==> src/rtl/period_counter_core.sv <==
// Measures the clock-cycle interval between successive tick_i pulses and strobes done_o per period.
// Optional feature: define PERIOD_COUNTER_SATURATE_EN to saturate the counter instead of wrapping.
module period_counter_core #(
  parameter int unsigned WIDTH = 32
) (
  input  logic             clk_i,
  input  logic             reset_ni,
  input  logic             tick_i,
  output logic [WIDTH-1:0] period_count_o,
  output logic             done_o
);

  typedef enum logic {
    IDLE,
    MEASURE
  } state_e;

  localparam logic [WIDTH-1:0] CNT_ONE = WIDTH'(1);
`ifdef PERIOD_COUNTER_SATURATE_EN
  localparam logic [WIDTH-1:0] CNT_MAX = '1;
`endif

  state_e           state_q, state_d;
  logic [WIDTH-1:0] cnt_q, cnt_d;
  logic [WIDTH-1:0] period_q, period_d;
  logic             done_q, done_d;
  logic [WIDTH-1:0] cnt_inc;

  // cnt_inc is both the next running count and the period reported on a closing tick.
  always_comb begin
`ifdef PERIOD_COUNTER_SATURATE_EN
    cnt_inc = (cnt_q == CNT_MAX) ? CNT_MAX : cnt_q + CNT_ONE;
`else
    cnt_inc = cnt_q + CNT_ONE;
`endif
  end

  always_comb begin
    // NOTE: every output of this block gets a default first so no path leaves it unassigned (no latch).
    state_d  = state_q;
    cnt_d    = cnt_q;
    period_d = period_q;
    done_d   = 1'b0;
    unique case (state_q)
      IDLE: begin
        if (tick_i) begin
          cnt_d   = '0;
          state_d = MEASURE;
        end
      end
      MEASURE: begin
        if (tick_i) begin
          // The closing tick is also the reference for the next period.
          period_d = cnt_inc;
          done_d   = 1'b1;
          cnt_d    = '0;
        end else begin
          cnt_d = cnt_inc;
        end
      end
      default: state_d = IDLE;
    endcase
  end

  // NOTE: sequential state uses non-blocking assignments so all flops update from pre-edge values.
  always_ff @(posedge clk_i or negedge reset_ni) begin
    if (!reset_ni) begin
      state_q  <= IDLE;
      cnt_q    <= '0;
      period_q <= '0;
      done_q   <= 1'b0;
    end else begin
      state_q  <= state_d;
      cnt_q    <= cnt_d;
      period_q <= period_d;
      done_q   <= done_d;
    end
  end

  assign period_count_o = period_q;
  assign done_o         = done_q;

endmodule

==> config.mk <==
export PLATFORM = sky130hd
export DESIGN_NAME = period_counter_core
export DESIGN_NICKNAME = d
export VERILOG_FILES = /design/src/rtl/period_counter_core.sv
export SDC_FILE = /design/constraint.sdc
export NUM_CORES = 1
export LEC_CHECK = 0
export BUFFER_PORTS_ARGS = -buffer_cell sky130_fd_sc_hd__buf_2
export CAP_MARGIN = 20
export CORE_MARGIN = 10
export CORE_UTILIZATION = 59
export CTS_CLUSTER_DIAMETER = 150
export DETAILED_ROUTE_END_ITERATION = 8
export PLACE_DENSITY_LB_ADDON = 0.2
export SETUP_SLACK_MARGIN = 0.02
export SLEW_MARGIN = 30
export SYNTH_ARGS = -nofsm -noshare
export SYNTH_HDL_FRONTEND = slang
export SYNTH_SLANG_ARGS = --single-unit
export TNS_END_PERCENT = 10
==> constraint.sdc <==
create_clock -name clk_i -period 2.3 [get_ports clk_i]
set_input_delay 0.69 -clock clk_i [delete_from_list [all_inputs] [get_ports clk_i]]
set_output_delay 0.69 -clock clk_i [all_outputs]
set_load 0.02 [all_outputs]
==> results.py <==
metrics = {
    "logic_synthesis": {
        "synth_edf_count": 0,
        "synthesis.nets": 372,
        "synth_area_per_cell_um2": 9.28,
        "synth.yosys.seq_area_share_pct": 48.4,
        "yosys.area_share.adder_pct": 0.367,
        "synth_top_family_by_area": "simple AND/OR/NAND/NOR gates",
        "synth_cell_types": 36,
        "synthCells": 368,
        "synth-seq-cells": 66,
        "yosysWarnings": 0,
        "synthFlopType": "dfrtp_1",
        "synthSimpleGateAreaFrac_pct": 25.0,
        "ys_async_sr_fraction_pct": 100,
        "yosys.area_share.xor_xnor_pct": 6.16,
        "synth_mux_area_share_pct": 1.61,
        "synth_compound_area_share_pct": 13.9,
        "synthesis.area_um2": 3410,
    },
    "die": {
        "row_count": 27,
        "num_io_pins": 36,
        "die_w_um": 96.1,
        "core_um2": 5570,
        "start_util_pct": 61.2,
        "fp.dieH_um": 96.1,
        "dieArea_um2": 9230,
    },
    "drt": {
        "ant_nets": 0,
        "via_per_inst": 6.18,
        "firstDrtPassIters": 5,
        "drt_iter0_markers": 257,
        "wl_um": 7950,
        "vias": 2952,
        "post_drt_wl_per_cell_um": 16.6,
        "route.detailed.drc": 0,
    },
    "grt": {
        "met1_usage_pct": 25.2,
        "grtUsageTotal_pct": 18.2,
        "grt_pass1_vias": 2704,
        "grt_max_degree": 67,
        "busiest_layer": "met2",
        "grt_pass1_wl_um": 13400,
        "grt_overflow": 0,
        "grtUsageMet2_pct": 27.1,
        "antenna_found_initial": 0,
        "gr-usage-met3_pct": 3.89,
    },
    "place": {
        "place_hpwl_um": 5410,
        "gp_congestion": 0.889,
        "port-buffer-count": 35,
    },
    "cts": {
        "cts_root_buf": "clkbuf_8",
        "post_cts_buffers": 0,
        "clkTransAtPathRegs_ns": 0.07,
        "cts_hold_buf": 0,
        "clkLatencyLatePin_ns": 0.34,
        "cts_inserted_buffers": 9,
        "cts.sinks": 66,
        "htreeDepth": 3,
        "cts_tree": "done",
        "cts_resized": 0,
        "cts.path.max_buffers": 2,
    },
    "power": {
        "p_leak_uw": 0.00160,
        "powerDensity_nw_per_um2": 580,
        "power.total_uw": 2250,
        "vdd_drop_max_uv": 358,
    },
    "critical_path": {
        "critPathKind": "register to register",
        "endpoint_kind": "register",
        "crit_fanout": 30,
        "worst-path-buf-inv": 0,
        "cp.required_ns": 2.52,
        "crit_slowest_cell": "or4_4",
        "critical-path-top-delay-family": "simple AND/OR/NAND/NOR gates",
        "path_cells": "nand4_2 > or4_4 > nor4_1 > mux2_2",
        "slowest_delay_ns": 0.68,
        "arrival_ns": 2.40,
        "startpoint_type": "register",
    },
    "layout": {
        "fill_cells": 448,
        "fin_nets": 406,
        "diodes": 0,
        "multi_input_area_um2": 1610,
        "syn2layout_area_growth_pct": 13.7,
        "drive_gt1_share_pct": 19.7,
        "seq_area_um2": 1650,
    },
    "sta": {
        "hold_violations": 0,
        "fin_setup_tns_ns": 0,
        "worst_slew_pin_slew_ns": 0.475,
        "max-slew-margin-rel_pct": 68.1,
        "maxSlewViolCount": 0,
        "min_period_ns": 2.17,
        "finalCritPeriodShare_pct": 94.4,
        "final-setup-viol-count": 0,
        "fin_skew_ns": 0.00668,
        "fmax_mhz": 461,
        "rsz0062_at_grt": "no",
    },
    "hold_path": {
        "hold_class": "input port to async pin",
    },
    "run": {
        "maxCapViolations": 0,
    },
    "outcome": {
        "status": "finished, final reports clean",
    },
}
==> cells by family after synthesis <==
| logic type | after synthesis |
|---|---|
| AO/OA/AOI/OAI | 80 |
| XOR/XNOR | 24 |
| adder cells (fa/ha/maj) | 1 |
| buffers and inverters | 36 |
| flip-flops | 66 |
| multiplexers | 5 |
| AND/OR/NAND/NOR | 156 |
==> worst register-to-register path, cell delays in order, from the launching register on <==
cell and delay (ns):
dfrtp_1 0.46, nand4_2 0.20, or4_4 0.68, nor4_1 0.35
mux2_2 0.37
==> per-stage QoR <==
| step | cells | utilization (%) | hold WS [ns] | area, um^2 | setup slack (ns) |
|---|---|---|---|---|---|
| floorplan | 368 | - | 0.394 | 3410 | 0.193 |
| global placement | 463 | 66.5 | 0.455 | 3710 | 0.207 |
| detailed placement | 463 | 66.5 | 0.465 | 3710 | 0.127 |
| CTS | 478 | 69.6 | 0.370 | 3880 | 0.112 |
| global route | 478 | 69.7 | 0.377 | 3880 | 0.0269 |
| finish | 478 | 69.7 | 0.350 | 3880 | 0.129 |
==> cell usage in the layout (no fill, tap or decap), types with 2 or more instances in the layout <==
master    count
dfrtp_1      66
buf_2        35
nand2_1      32
nor2_1       32
o21ai_0      28
or4_1        24
a21oi_1      17
o31ai_1      17
buf_4        17
nand4_1      16
or3_1        16
a31oi_1      15
xnor2_1      12
xor2_1       12
clkbuf_8     11
nand3_1       9
nor3_1        7
inv_1         5
nor4_1        5
nor2b_1       4
mux2_2        4
clkinv_2      3
or2_2         2
nand4_2       2
and4_1        2
or4_4         2
buf_12        2
==> layer usage <==
layer	routed length, um	up-vias
met3	564	17
met2	3730	85
met5	0	-
met4	167	0
li1	-	1420
met1	3490	1430
==> cell type report <==
class	count	area share, %
Clock buffer	12	4.00
Clock inverter	3	0.387
Inverter	5	0.483
Multi-Input combinational cell	266	41.4
Sequential cell	66	42.5
Tap cell	72	2.32
Timing Repair Buffer	54	8.83
==> final timing paths <==
| check | depth (start not counted) | start | slack, ns | end |
|---|---|---|---|---|
| min in group clk_i | 2 | period_count_o[3] | 0.47 | period_count_o[3] |
| worst min-delay path | 2 | reset_ni | 0.35 | period_count_o[26] |
| worst max-delay path | 4 | cnt_q[5] | 0.13 | cnt_q[30] |
| worst min register to register | 2 | period_count_o[3] | 0.47 | period_count_o[3] |
| max in group asynchronous | 2 | reset_ni | 1.64 | period_count_o[12] |
| worst max register to register | 4 | cnt_q[5] | 0.13 | cnt_q[30] |
==> sequential cells by signal, indices dropped and copies added (netlist names) <==
signal / count
done_o: 1
cnt_q: 32
period_count_o: 32
state_q: 1
==> Yosys cell counts (2+ instances only) <==
master	n	share of area (%)
dfrtp_1	66	48
nand2_1	32	3.5
nor2_1	32	3.5
o21ai_0	28	4.1
or4_1	25	5.5
clkbuf_1	20	2.2
a21oi_1	17	2.5
o31ai_1	17	3.7
nand4_1	16	2.9
or3_1	16	2.9
a31oi_1	15	2.7
xnor2_1	12	3.1
xor2_1	12	3.1
nand3_1	9	1.3
buf_2	7	1.0
nor3_1	7	1.0
inv_1	5	0.55
nor4_1	5	0.92
mux2_2	4	1.3
nor2b_1	4	0.73
and4_1	2	0.51
nand4_2	2	0.73
or2_2	2	0.37
==> where the power goes <==
group / switching, uW / leakage, uW / internal, uW
registers: 18.0 / 0.000886 / 1190
logic: 120 / 0.000624 / 51.7
clock network: 432 / 0.0000920 / 439
Power figures use the tool's default switching activity.
